### src/rtl/bme280_sequencer.sv
// BME280 sequencer: configures the sensor once over an external I2C master,
// then burst-reads the raw pressure/temperature/humidity registers every period.
module bme280_sequencer #(
  parameter logic [6:0]  SLAVE_ADDR     = 7'h76,
  parameter logic [23:0] STARTUP_CYCLES = 24'd200000,
  parameter logic [23:0] PERIOD_CYCLES  = 24'd1000000,
  parameter logic [23:0] TIMEOUT_CYCLES = 24'd100000
) (
  input  logic        clk,
  input  logic        rst,
  input  logic        start,
  output logic        i2c_en,
  output logic [6:0]  i2c_slave_addr,
  output logic        i2c_rw,
  output logic [7:0]  i2c_reg_addr,
  output logic [7:0]  i2c_wdata,
  input  logic [7:0]  i2c_rdata,
  input  logic        i2c_done,
  input  logic        i2c_nack,
  output logic [19:0] press_raw,
  output logic [19:0] temp_raw,
  output logic [15:0] hum_raw,
  output logic        sample_valid,
  output logic        busy,
  output logic        error
);

  typedef enum logic [3:0] {
    S_IDLE, S_RST_WR, S_STARTUP, S_ID_RD, S_HUM_WR,
    S_MEAS_WR, S_BURST, S_PUBLISH, S_PERIOD, S_ERROR
  } state_t;

  state_t      state_reg;
  logic        en_reg, rw_reg, sample_valid_reg, busy_reg, error_reg;
  logic [7:0]  reg_addr_reg, wdata_reg;
  logic [19:0] press_reg, temp_reg;
  logic [15:0] hum_reg;
  logic [23:0] startup_cnt_reg, period_cnt_reg, timeout_cnt_reg;
  logic [2:0]  byte_idx_reg;
  logic [7:0]  shadow_bytes [8];

  logic timeout_hit, done_ok, txn_fail, shadow_we;

  // True once a counter started at 0 has spent lim cycles (lim of 0 is immediate).
  function automatic logic reached(input logic [23:0] cnt, input logic [23:0] lim);
    return ({1'b0, cnt} + 25'd1) >= {1'b0, lim};
  endfunction

  assign timeout_hit = reached(timeout_cnt_reg, TIMEOUT_CYCLES);
  assign done_ok     = en_reg && i2c_done && !i2c_nack;
  assign txn_fail    = en_reg && ((i2c_done && i2c_nack) || (!i2c_done && timeout_hit) ||
                                  (done_ok && state_reg == S_ID_RD && i2c_rdata != 8'h60));
  assign shadow_we   = (state_reg == S_BURST) && done_ok;

  genvar gi;
  generate
    for (gi = 0; gi < 8; gi++) begin : g_shadow
      logic [7:0] byte_reg;
      always_ff @(posedge clk or negedge rst) begin
        if (!rst)
          byte_reg <= '0;
        else if (shadow_we && byte_idx_reg == 3'(gi))
          byte_reg <= i2c_rdata;
      end
      assign shadow_bytes[gi] = byte_reg;
    end
  endgenerate

  always_ff @(posedge clk or negedge rst) begin
    if (!rst) begin
      state_reg        <= S_IDLE;
      en_reg           <= 1'b0;
      rw_reg           <= 1'b0;
      reg_addr_reg     <= '0;
      wdata_reg        <= '0;
      press_reg        <= '0;
      temp_reg         <= '0;
      hum_reg          <= '0;
      sample_valid_reg <= 1'b0;
      busy_reg         <= 1'b0;
      error_reg        <= 1'b0;
      startup_cnt_reg  <= '0;
      period_cnt_reg   <= '0;
      timeout_cnt_reg  <= '0;
      byte_idx_reg     <= '0;
    end else begin
      sample_valid_reg <= 1'b0;
      if (period_cnt_reg != 24'hFFFFFF)
        period_cnt_reg <= period_cnt_reg + 24'd1;
      if (en_reg)
        timeout_cnt_reg <= timeout_cnt_reg + 24'd1;

      case (state_reg)
        S_IDLE: begin
          if (start) begin
            state_reg       <= S_RST_WR;
            busy_reg        <= 1'b1;
            error_reg       <= 1'b0;
            en_reg          <= 1'b1;
            rw_reg          <= 1'b0;
            reg_addr_reg    <= 8'hE0;
            wdata_reg       <= 8'hB6;
            timeout_cnt_reg <= '0;
          end
        end

        S_STARTUP: begin
          if (reached(startup_cnt_reg, STARTUP_CYCLES)) begin
            state_reg       <= S_ID_RD;
            en_reg          <= 1'b1;
            rw_reg          <= 1'b1;
            reg_addr_reg    <= 8'hD0;
            wdata_reg       <= 8'h00;
            timeout_cnt_reg <= '0;
          end else begin
            startup_cnt_reg <= startup_cnt_reg + 24'd1;
          end
        end

        S_RST_WR, S_ID_RD, S_HUM_WR, S_MEAS_WR, S_BURST: begin
          if (en_reg) begin
            if (txn_fail) begin
              en_reg    <= 1'b0;
              error_reg <= 1'b1;
              busy_reg  <= 1'b0;
              state_reg <= S_ERROR;
            end else if (done_ok) begin
              en_reg <= 1'b0;
            end
          // Request is low here: this is the mandatory idle cycle after a completion.
          end else begin
            case (state_reg)
              S_RST_WR: begin
                state_reg       <= S_STARTUP;
                startup_cnt_reg <= '0;
              end
              S_ID_RD: begin
                state_reg       <= S_HUM_WR;
                en_reg          <= 1'b1;
                rw_reg          <= 1'b0;
                reg_addr_reg    <= 8'hF2;
                wdata_reg       <= 8'h01;
                timeout_cnt_reg <= '0;
              end
              S_HUM_WR: begin
                state_reg       <= S_MEAS_WR;
                en_reg          <= 1'b1;
                rw_reg          <= 1'b0;
                reg_addr_reg    <= 8'hF4;
                wdata_reg       <= 8'h27;
                timeout_cnt_reg <= '0;
              end
              S_MEAS_WR: begin
                state_reg       <= S_BURST;
                en_reg          <= 1'b1;
                rw_reg          <= 1'b1;
                reg_addr_reg    <= 8'hF7;
                wdata_reg       <= 8'h00;
                byte_idx_reg    <= '0;
                period_cnt_reg  <= '0;
                timeout_cnt_reg <= '0;
              end
              S_BURST: begin
                if (byte_idx_reg == 3'd7) begin
                  state_reg        <= S_PUBLISH;
                  press_reg        <= {shadow_bytes[0], shadow_bytes[1], shadow_bytes[2][7:4]};
                  temp_reg         <= {shadow_bytes[3], shadow_bytes[4], shadow_bytes[5][7:4]};
                  hum_reg          <= {shadow_bytes[6], shadow_bytes[7]};
                  sample_valid_reg <= 1'b1;
                end else begin
                  byte_idx_reg    <= byte_idx_reg + 3'd1;
                  en_reg          <= 1'b1;
                  reg_addr_reg    <= reg_addr_reg + 8'd1;
                  timeout_cnt_reg <= '0;
                end
              end
              default: ;
            endcase
          end
        end

        S_PUBLISH: state_reg <= S_PERIOD;

        S_PERIOD: begin
          if (reached(period_cnt_reg, PERIOD_CYCLES)) begin
            if (start) begin
              state_reg       <= S_BURST;
              en_reg          <= 1'b1;
              rw_reg          <= 1'b1;
              reg_addr_reg    <= 8'hF7;
              wdata_reg       <= 8'h00;
              byte_idx_reg    <= '0;
              period_cnt_reg  <= '0;
              timeout_cnt_reg <= '0;
            end else begin
              state_reg <= S_IDLE;
              busy_reg  <= 1'b0;
            end
          end
        end

        S_ERROR: begin
          if (!start)
            state_reg <= S_IDLE;
        end

        default: begin
          state_reg <= S_IDLE;
          busy_reg  <= 1'b0;
          en_reg    <= 1'b0;
        end
      endcase
    end
  end

  assign i2c_en         = en_reg;
  assign i2c_slave_addr = SLAVE_ADDR;
  assign i2c_rw         = rw_reg;
  assign i2c_reg_addr   = reg_addr_reg;
  assign i2c_wdata      = wdata_reg;
  assign press_raw      = press_reg;
  assign temp_raw       = temp_reg;
  assign hum_raw        = hum_reg;
  assign sample_valid   = sample_valid_reg;
  assign busy           = busy_reg;
  assign error          = error_reg;

endmodule

### config.mk
export PLATFORM = sky130hd
export DESIGN_NAME = bme280_sequencer
export DESIGN_NICKNAME = d
export VERILOG_FILES = /design/src/rtl/bme280_sequencer.sv
export SDC_FILE = /design/constraint.sdc
export NUM_CORES = 1
export LEC_CHECK = 0
export CAP_MARGIN = 20
export CORE_ASPECT_RATIO = 0.8
export CORE_MARGIN = 8
export CORE_UTILIZATION = 58
export CTS_CLUSTER_DIAMETER = 30
export DETAILED_ROUTE_END_ITERATION = 7
export PLACE_DENSITY = 0.92
export REMOVE_ABC_BUFFERS = 1
export SLEW_MARGIN = 10
export SYNTH_ARGS = -nofsm -noshare
export SYNTH_HDL_FRONTEND = slang
export SYNTH_SLANG_ARGS = --single-unit
export TNS_END_PERCENT = 100
### constraint.sdc
create_clock -name clk -period 4.5 [get_ports clk]
set_clock_uncertainty 0.15 [all_clocks]
set_input_delay 0.675 -clock clk [delete_from_list [all_inputs] [get_ports clk]]
set_output_delay 0.675 -clock clk [all_outputs]
set_load 0.01 [all_outputs]
Word-level counts from Yosys, hierarchy flattened
Cells that the tools add are included.
{ "word_totals": {"reg_bits": 220, "in_bits": 13, "output_inout_bits": 84} }
{ "classes": {"n_addsub": 8, "n_lt_le_gt_ge": 3, "n_eq_ne": 37, "n_mux": 76, "bitwise_logic": 3, "reduce_logical": 41} }
{ "ops": {"columns": ["operator", "n"], "rows": [
  ["$mux 24", 14],
  ["$pmux 24 s2", 3],
  ["$pmux 24 s4", 1],
  ["$pmux 8 s4", 3],
  ["$mux 8", 11],
  ["$add 24x1->25 const B", 3],
  ["$add 24x1->24 const B", 3],
  ["$mux 4", 7],
  ["$ge 25x17->1 const B", 1],
  ["$ge 25x18->1 const B", 1],
  ["$ge 25x20->1 const B", 1],
  ["$ne 24x24->1 const B", 1],
  ["$pmux 4 s6", 1],
  ["$pmux 8 s3", 1],
  ["$ne 2x2->1 const B", 11],
  ["$mux 1", 21],
  ["$reduce_and 7->1", 3],
  ["$pmux 4 s5", 1],
  ["$eq 4x3->1 const B", 4],
  ["$logic_and 1x1->1", 16],
  ["$mux 3", 5],
  ["$eq 3x3->1 const B", 4],
  ["$ne 3x3->1 const B", 4],
  ["$pmux 3 s2", 2],
  ["28 further kinds", 46]
]} }

Longest topological paths before layout
Gate-level depths: netlist (run 1).
{ "logic_depth": {"depth_word": 9, "depth_mapped": 12} }

Worst setup path before layout (run 1)
OpenSTA, ideal clock, no wires.
{ "synth_timing": {"path_kind": "flip-flop to flip-flop", "startpoint": "reg period_cnt_reg[0]", "endpoint": "reg state_reg[0]", "setup_time_ns": 0.128, "arrival_time_ns": 2.932, "required_time_ns": 4.222, "path_slack_ns": 1.291, "path_stages_with_launch": 11, "period_less_slack_ns": 3.209, "cell_sequence": "dfrtp_1 -> ha_1 -> nand4_2 -> or4_4 -> or2_1 -> nor3b_1 -> a22o_1 -> and4_4 -> nand2b_4 -> a211oi_4 -> mux2_1"} }
{ "synth_via": {"elab_chain_cells": 4} }
{ "synth_rtl": {"columns": ["element", "line_no", "text"], "rows": [
  ["from (decl)", "38", "logic [23:0] startup_cnt_reg, period_cnt_reg, timeout_cnt_reg;"],
  ["from (signal assigned)", "89", "period_cnt_reg <= period_cnt_reg + 24'd1;"],
  ["$add 24x1->25", "46", "return ({1'b0, cnt} + 25'd1) >= {1'b0, lim};"],
  ["$ge 25x20->1", "46", null],
  ["$ne 2x2->1 (no source line)", null, null],
  ["$reduce_and 7->1 (no source line)", null, null],
  ["to (signal assigned)", "71", "state_reg <= S_IDLE;"],
  ["to (signal assigned)", "96", "state_reg <= S_RST_WR;"],
  ["to (signal assigned)", "109", "state_reg <= S_ID_RD;"],
  ["to (decl)", "33", "state_t state_reg;"]
]} }
Every way passes these cells.
A chain may end at the register's enable or synchronous reset.

Worst setup path after layout (run 1)
{ "layout_timing": {"startpoint": "reg period_cnt_reg[0]", "endpoint": "reg timeout_cnt_reg[18]"} }
{ "layout_via": {"elab_chain_cells": 4} }
{ "layout_rtl": {"columns": ["element", "line_no", "text"], "rows": [
  ["$add 24x1->25", "46", null],
  ["$ge 25x20->1", "46", null],
  ["$mux 24", "185", "if (reached(period_cnt_reg, PERIOD_CYCLES)) begin"],
  ["$pmux 24 s4", "93", "case (state_reg)"],
  ["to (signal assigned)", "91", "timeout_cnt_reg <= timeout_cnt_reg + 24'd1;"],
  ["to (decl)", "38", null]
]} }
Every way passes these cells.

==> results.json, run 1 <==
{
  "cts_buffers": 34,
  "setup_viol": 0,
  "cts_setup_buffers": 0,
  "start_util_pct": 58.42,
  "nets": 1199,
  "drcViolationCount": 18,
  "finalNonFillerCells": 1430,
  "wirelength_um": 28170,
  "clkLatencyLatePin_ns": 0.51,
  "largest_register_ffs": 56,
  "netlist_area_sq_mm": 0.01049,
  "fin_setup_tns_ns": 0,
  "num_rows": 44,
  "diodes": 0,
  "timing.reg2reg.setup_slack_ns": 0.63,
  "grt_overflow_total": 0,
  "r2r_cells": 10,
  "grt_max_degree": 92,
  "ant_nets": 0,
  "viasPerCell": 6.311,
  "cts_root_buf": "clkbuf_16",
  "final_cell_mix": "230 x nand2_1, 207 x dfrtp_1, 86 x clkdlybuf4s50_1",
  "cts.sinks": 207,
  "die_w_um": 166.3,
  "async_flop_share_pct": 100.0,
  "cts_tree": "done",
  "r2r-end": "timeout_cnt_reg[18]",
  "worst_setup_path_end_kind": "register",
  "p_per_area_mw_per_mm2": 515.1,
  "ys_warn_count": 0,
  "rsz0062_at_grt": "no",
  "combPwrFrac_pct": 24.4,
  "yosysSeqAreaShare_pct": 49.40,
  "portBuffers": 87,
  "clockBufferDepth": 3,
  "required_ns": 4.71,
  "timing.final.crit_share_pct": 86.00,
  "antenna_found_initial": 0,
  "crit_type": "register to register",
  "first_pass_iters": 8,
  "postCtsResizedCells": 0,
  "synth-edff-count": 0,
  "placed_area_sq_mm": 0.01146,
  "gp_congestion": 0.9223,
  "outcome": "finished, violations left",
  "via_count": 9025,
  "hold_viol": 0,
  "max_freq_mhz": 258.4,
  "ys_ff_latch": 207,
  "dp_cells": 1369,
  "yosys.cell_types.count": 72,
  "dieArea_sq_mm": 0.02266,
  "power.switching_fraction_pct": 33.53,
  "cp.arrival_ns": 4.08,
  "seq_power_share_pct": 34.8,
  "finalMaxSlewViolations": 0,
  "syn_avg_cell_area_sq_um": 9.489,
  "core_sq_mm": 0.01795,
  "chipHeight_um": 136.3,
  "regToRegStartpoint": "period_cnt_reg[0]",
  "grt_pass1_wl_um": 45700,
  "dpl.hpwl_um": 16960,
  "h-tree-depth": 2,
  "grt_use_total_pct": 24.55,
  "leakage_uw": 0.005800,
  "p_sw_uw": 2182,
  "wl_per_cell_um": 19.70,
  "power_uw": 6508,
  "grt_pass1_vias": 8783,
  "layout_commonest_cell": "nand2_1",
  "cellInternalPower_uw": 4326,
  "worstMarginPinSlew_ns": 0.9530,
  "min_period_ns": 3.870,
  "start_kind": "register",
  "postCtsHoldBufs": 0,
  "synthToLayoutAreaGrowth_pct": 20.50,
  "io_pins": 97,
  "slew_headroom_pct": 35.98,
  "violations": "design-rule violations",
  "path_clk_slew_ns": 0.05,
  "ir_worst_vdd_mv": 0.3308,
  "drive_gt1_share_pct": 12.42,
  "syn_inst": 1105,
  "dr.first_iter.drc_count": 1076,
  "clkPwrFrac_pct": 40.8,
  "max_cap_viol_count": 0,
  "path_max_fanout": 23,
  "post-route-cell-area_sq_mm": 0.01263,
  "ys.flop_type": "dfrtp_1",
  "hold_class": "primary input to asynchronous set/reset pin",
  "finish.utilization_pct": 70.40
}
worst max path at each step:
stage | from | endpoint | slack [ns] | cells past startpoint
6_report | period_cnt_reg[0] | timeout_cnt_reg[18] | 0.63 | 10
5_1_grt | startup_cnt_reg[0] | startup_cnt_reg[5] | 0.33 | 10
4_1_cts | period_cnt_reg[0] | timeout_cnt_reg[18] | 0.69 | 10
3_5_place_dp | period_cnt_reg[0] | timeout_cnt_reg[11] | 0.77 | 10
3_3_place_gp | period_cnt_reg[0] | timeout_cnt_reg[12] | 0.91 | 10
2_1_floorplan | state_reg[1] | hum_raw[0] | 0.69 | 6
per-stage QoR:
stage / setup WS, ns / hold slack [ns]
after floorplan: 0.6892 / 0.2294
after global placement: 0.9109 / 0.2905
after detailed placement: 0.7695 / 0.2939
after CTS: 0.6886 / 0.1094
after global routing: 0.3258 / 0.1617
final: 0.6301 / 0.08891
metal layers:
metal	wire [um]	track usage, %
met5	0	0.2165
met4	1287	12.88
met3	2203	5.078
met2	13550	40.57
met1	11130	30.40
final cells by class:
class	instances	area, sq um
fillers	1147	5313
flip-flops and latches	207	5180
multi-input cells	812	4917
repair buffers	101	1005
clock buffers	41	917.1
well taps	230	287.8
clock inverters	20	256.5
inverters	19	71.32
synth_stat cells (all sizes together) (4+ instances only):
| master | n | area, sq um |
|---|---|---|
| a211oi | 4 | 42.54 |
| a21oi | 50 | 254.0 |
| a31oi | 5 | 31.28 |
| and2 | 10 | 62.56 |
| and3 | 20 | 125.1 |
| and4 | 10 | 90.09 |
| buf | 34 | 192.7 |
| clkbuf | 40 | 150.1 |
| dfrtp | 207 | 5180 |
| ha | 11 | 137.6 |
| inv | 19 | 71.32 |
| mux2 | 63 | 709.4 |
| mux2i | 8 | 80.08 |
| nand2 | 230 | 863.3 |
| nand2b | 10 | 77.58 |
| nand3 | 36 | 185.2 |
| nand3b | 5 | 37.54 |
| nand4 | 37 | 250.2 |
| nor2 | 75 | 284.0 |
| nor2b | 7 | 43.79 |
| nor3 | 25 | 130.1 |
| nor4 | 14 | 100.1 |
| o211ai | 7 | 52.55 |
| o21ai | 43 | 215.2 |
| o22ai | 4 | 25.02 |
| o31ai | 13 | 97.59 |
| or3 | 8 | 50.05 |
| or4 | 4 | 33.78 |
| xnor2 | 23 | 201.4 |
| xor2 | 27 | 236.5 |
power groups by stage:
stage | combinational [uW] | clock [uW] | sequential (uW)
after floorplan | 902 | 0 | 2300
after global placement | 1450 | 0 | 2260
after detailed placement | 1500 | 0 | 2280
after CTS | 1560 | 2680 | 2250
after global routing | 1710 | 2770 | 2280
final | 1590 | 2660 | 2270
logic make-up (layout without fill, tap and decap cells):
| family | count (synthesis) | after routing | share of synthesized area (%) |
|---|---|---|---|
| and+or+nand+nor | 505 | 505 | 23.40 |
| DFF | 207 | 207 | 49.40 |
| AOI/OAI and AO/OA | 166 | 166 | 10.16 |
| buffers and inverters | 93 | 181 | 3.950 |
| muxes | 71 | 71 | 7.530 |
| xor gates and xnor gates | 50 | 50 | 4.177 |
| adders and majority gates | 11 | 11 | 1.313 |
| other | 2 | 9 | 0.07163 |
critical path, cell delays in order (launching register included):
cell and delay (ns):
dfrtp_1 0.46, ha_1 0.27, nand4_2 0.20, or4_4 0.61
nor3_2 0.34, a211oi_1 0.14, a21o_1 0.20, and4_4 0.22
and4b_1 0.64, buf_4 0.37, nor2_1 0.11
Power figures use the tool's default switching activity.
==> run 2, diff against run 1 <==
CTS_CLUSTER_SIZE = 16   (was not set)
==> run 2 against run 1 <==
The run now ends clean. Via count grew 2.1%. Combinational power is essentially flat. First-iteration DRC count grew 1.7%. Largest power group unchanged.
==> results.json, run 2 (synthesis results as in run 1) <==
{
  "grt_pass1_wl_um": 46440,
  "cts_buffers": 34,
  "cts.sinks": 207,
  "seqCellArea_sq_mm": 0.005180,
  "synthToLayoutAreaGrowth_pct": 20.75,
  "fin_setup_tns_ns": 0,
  "grt_max_degree": 92,
  "grt_use_total_pct": 24.95,
  "antenna_found_initial": 0,
  "max_freq_mhz": 257.1,
  "chipHeight_um": 136.3,
  "h-tree-depth": 2,
  "wirelength_um": 28830,
  "worstMarginPinSlew_ns": 0.8907,
  "clockBufferDepth": 3,
  "critPathMaxStageDelay_ns": 0.65,
  "io_pins": 97,
  "rsz0062_at_grt": "no",
  "finalMaxSlewViolations": 0,
  "core_sq_mm": 0.01795,
  "hold_viol": 0,
  "crit_chain": "ha_1 > nand4_2 > or4_4 > nor3_2 > a211oi_1 > a21o_1 > and4_4 > and4b_1 > buf_4 > nor2_1",
  "dr.first_iter.drc_count": 1094,
  "nets": 1199,
  "setup_viol": 0,
  "multi_input_area_sq_mm": 0.004917,
  "num_rows": 44,
  "postCtsResizedCells": 0,
  "grt_use_met2_pct": 41.30,
  "min_period_ns": 3.889,
  "path_max_fanout": 23,
  "outcome": "finished, final reports clean",
  "cp.arrival_ns": 4.10,
  "ant_nets": 0,
  "final_cell_mix": "230 x nand2_1, 207 x dfrtp_1, 86 x clkdlybuf4s50_1",
  "crit_type": "register to register",
  "max_cap_viol_count": 0,
  "cts_root_buf": "clkbuf_16",
  "timing.final.crit_share_pct": 86.43,
  "first_pass_iters": 6,
  "slew_headroom_pct": 40.17,
  "gp_congestion": 0.9223,
  "grt_overflow_total": 0,
  "dieArea_sq_mm": 0.02266,
  "ir_worst_vdd_mv": 0.3675,
  "cts_setup_buffers": 0,
  "worst_setup_path_end_kind": "register",
  "die_w_um": 166.3,
  "drive_gt1_share_pct": 12.42,
  "wl_per_cell_um": 20.16,
  "via_count": 9213,
  "fill_cells": 1118,
  "busiest_layer": "met2",
  "start_kind": "register",
  "finish.utilization_pct": 70.55,
  "required_ns": 4.71,
  "hold_class": "primary input to asynchronous set/reset pin",
  "postCtsHoldBufs": 0,
  "viasPerCell": 6.443,
  "cts_tree": "done",
  "layout_commonest_cell": "nand2_1",
  "leakage_uw": 0.005814,
  "drcViolationCount": 0,
  "clkLatencyLatePin_ns": 0.52,
  "grt_pass1_vias": 9003,
  "critPathSlowestCell": "and4b_1",
  "diodes": 0,
  "met3_usage_pct": 5.049,
  "path_clk_slew_ns": 0.05,
  "use_met1_pct": 30.51,
  "portBuffers": 87,
  "start_util_pct": 58.42,
  "dpl.hpwl_um": 16960,
  "largest_register_ffs": 56,
  "p_per_area_mw_per_mm2": 522.6
}
==> run 2: cell types whose count changed in the layout (fill, tap and decap cells not counted) <==
cell       delta
bufinv_16     +1
inv_6         -2
clkbuf_8      -1
inv_8         +4
clkinv_4      -2
==> run 2: layout make-up <==
cell class,count,share of cell area (%)
inverter,19,0.5633
clock inverter,21,2.342
clock buffer,40,7.135
multi-input combinational,812,38.84
sequential,207,40.91
timing repair buffer,101,7.936
tap,230,2.273
==> run 2: worst paths after layout <==
check	from	end	slack, ns	depth (start not counted)
setup / recovery	period_cnt_reg[0]	timeout_cnt_reg[18]	0.61	10
hold / removal	rst	timeout_cnt_reg[3]	0.07	1
setup reg to reg	period_cnt_reg[0]	timeout_cnt_reg[18]	0.61	10
hold reg to reg	g_shadow[0].byte_reg[3]	press_raw[15]	0.31	2
max in group asynchronous	rst	i2c_reg_addr[0]	3.12	2
min in group clk	g_shadow[0].byte_reg[3]	press_raw[15]	0.31	2
==> run 2: metal layers <==
metal / share of wire, % / wire length (um)
met5: 0 / 0
met4: 5.1 / 1462
met3: 8.7 / 2500
met2: 48 / 13810
met1: 38 / 11060
==> run 2: power by group <==
part,internal [uW],leakage [uW],switching (uW)
sequential,2020,0.00283,243
clock,1760,0.000580,977
combinational,596,0.00240,1020
total,4380,0.00581,2240
==> run 2: through the flow <==
stage	instances	power (uW)	worst slack (ns)	hold slack, ns	cell area, sq um
after floorplan	1038	3198	0.6892	0.2294	10170
after global placement	1369	3710	0.9109	0.2905	11460
after detailed placement	1369	3779	0.7695	0.2939	11460
after CTS	1430	6589	0.6450	0.1097	12660
after global routing	1430	6851	0.3726	0.1556	12660
final	1430	6616	0.6109	0.07447	12660
==> run 2: worst max-delay path, delay by kind of cell, from the launching register on <==
kind	cells	cell delay, ns
buffers and inverters	1	0.37
adders and majority gates	1	0.27
DFF	1	0.46
and+or+nand+nor	6	2.15
AOI/OAI and AO/OA	2	0.34
==> run 3, diff against run 2 <==
TNS_END_PERCENT = not set   (was 100)
==> results of run 3 <==
No change in the layout: final DEF, timing and power equal those of run 2.
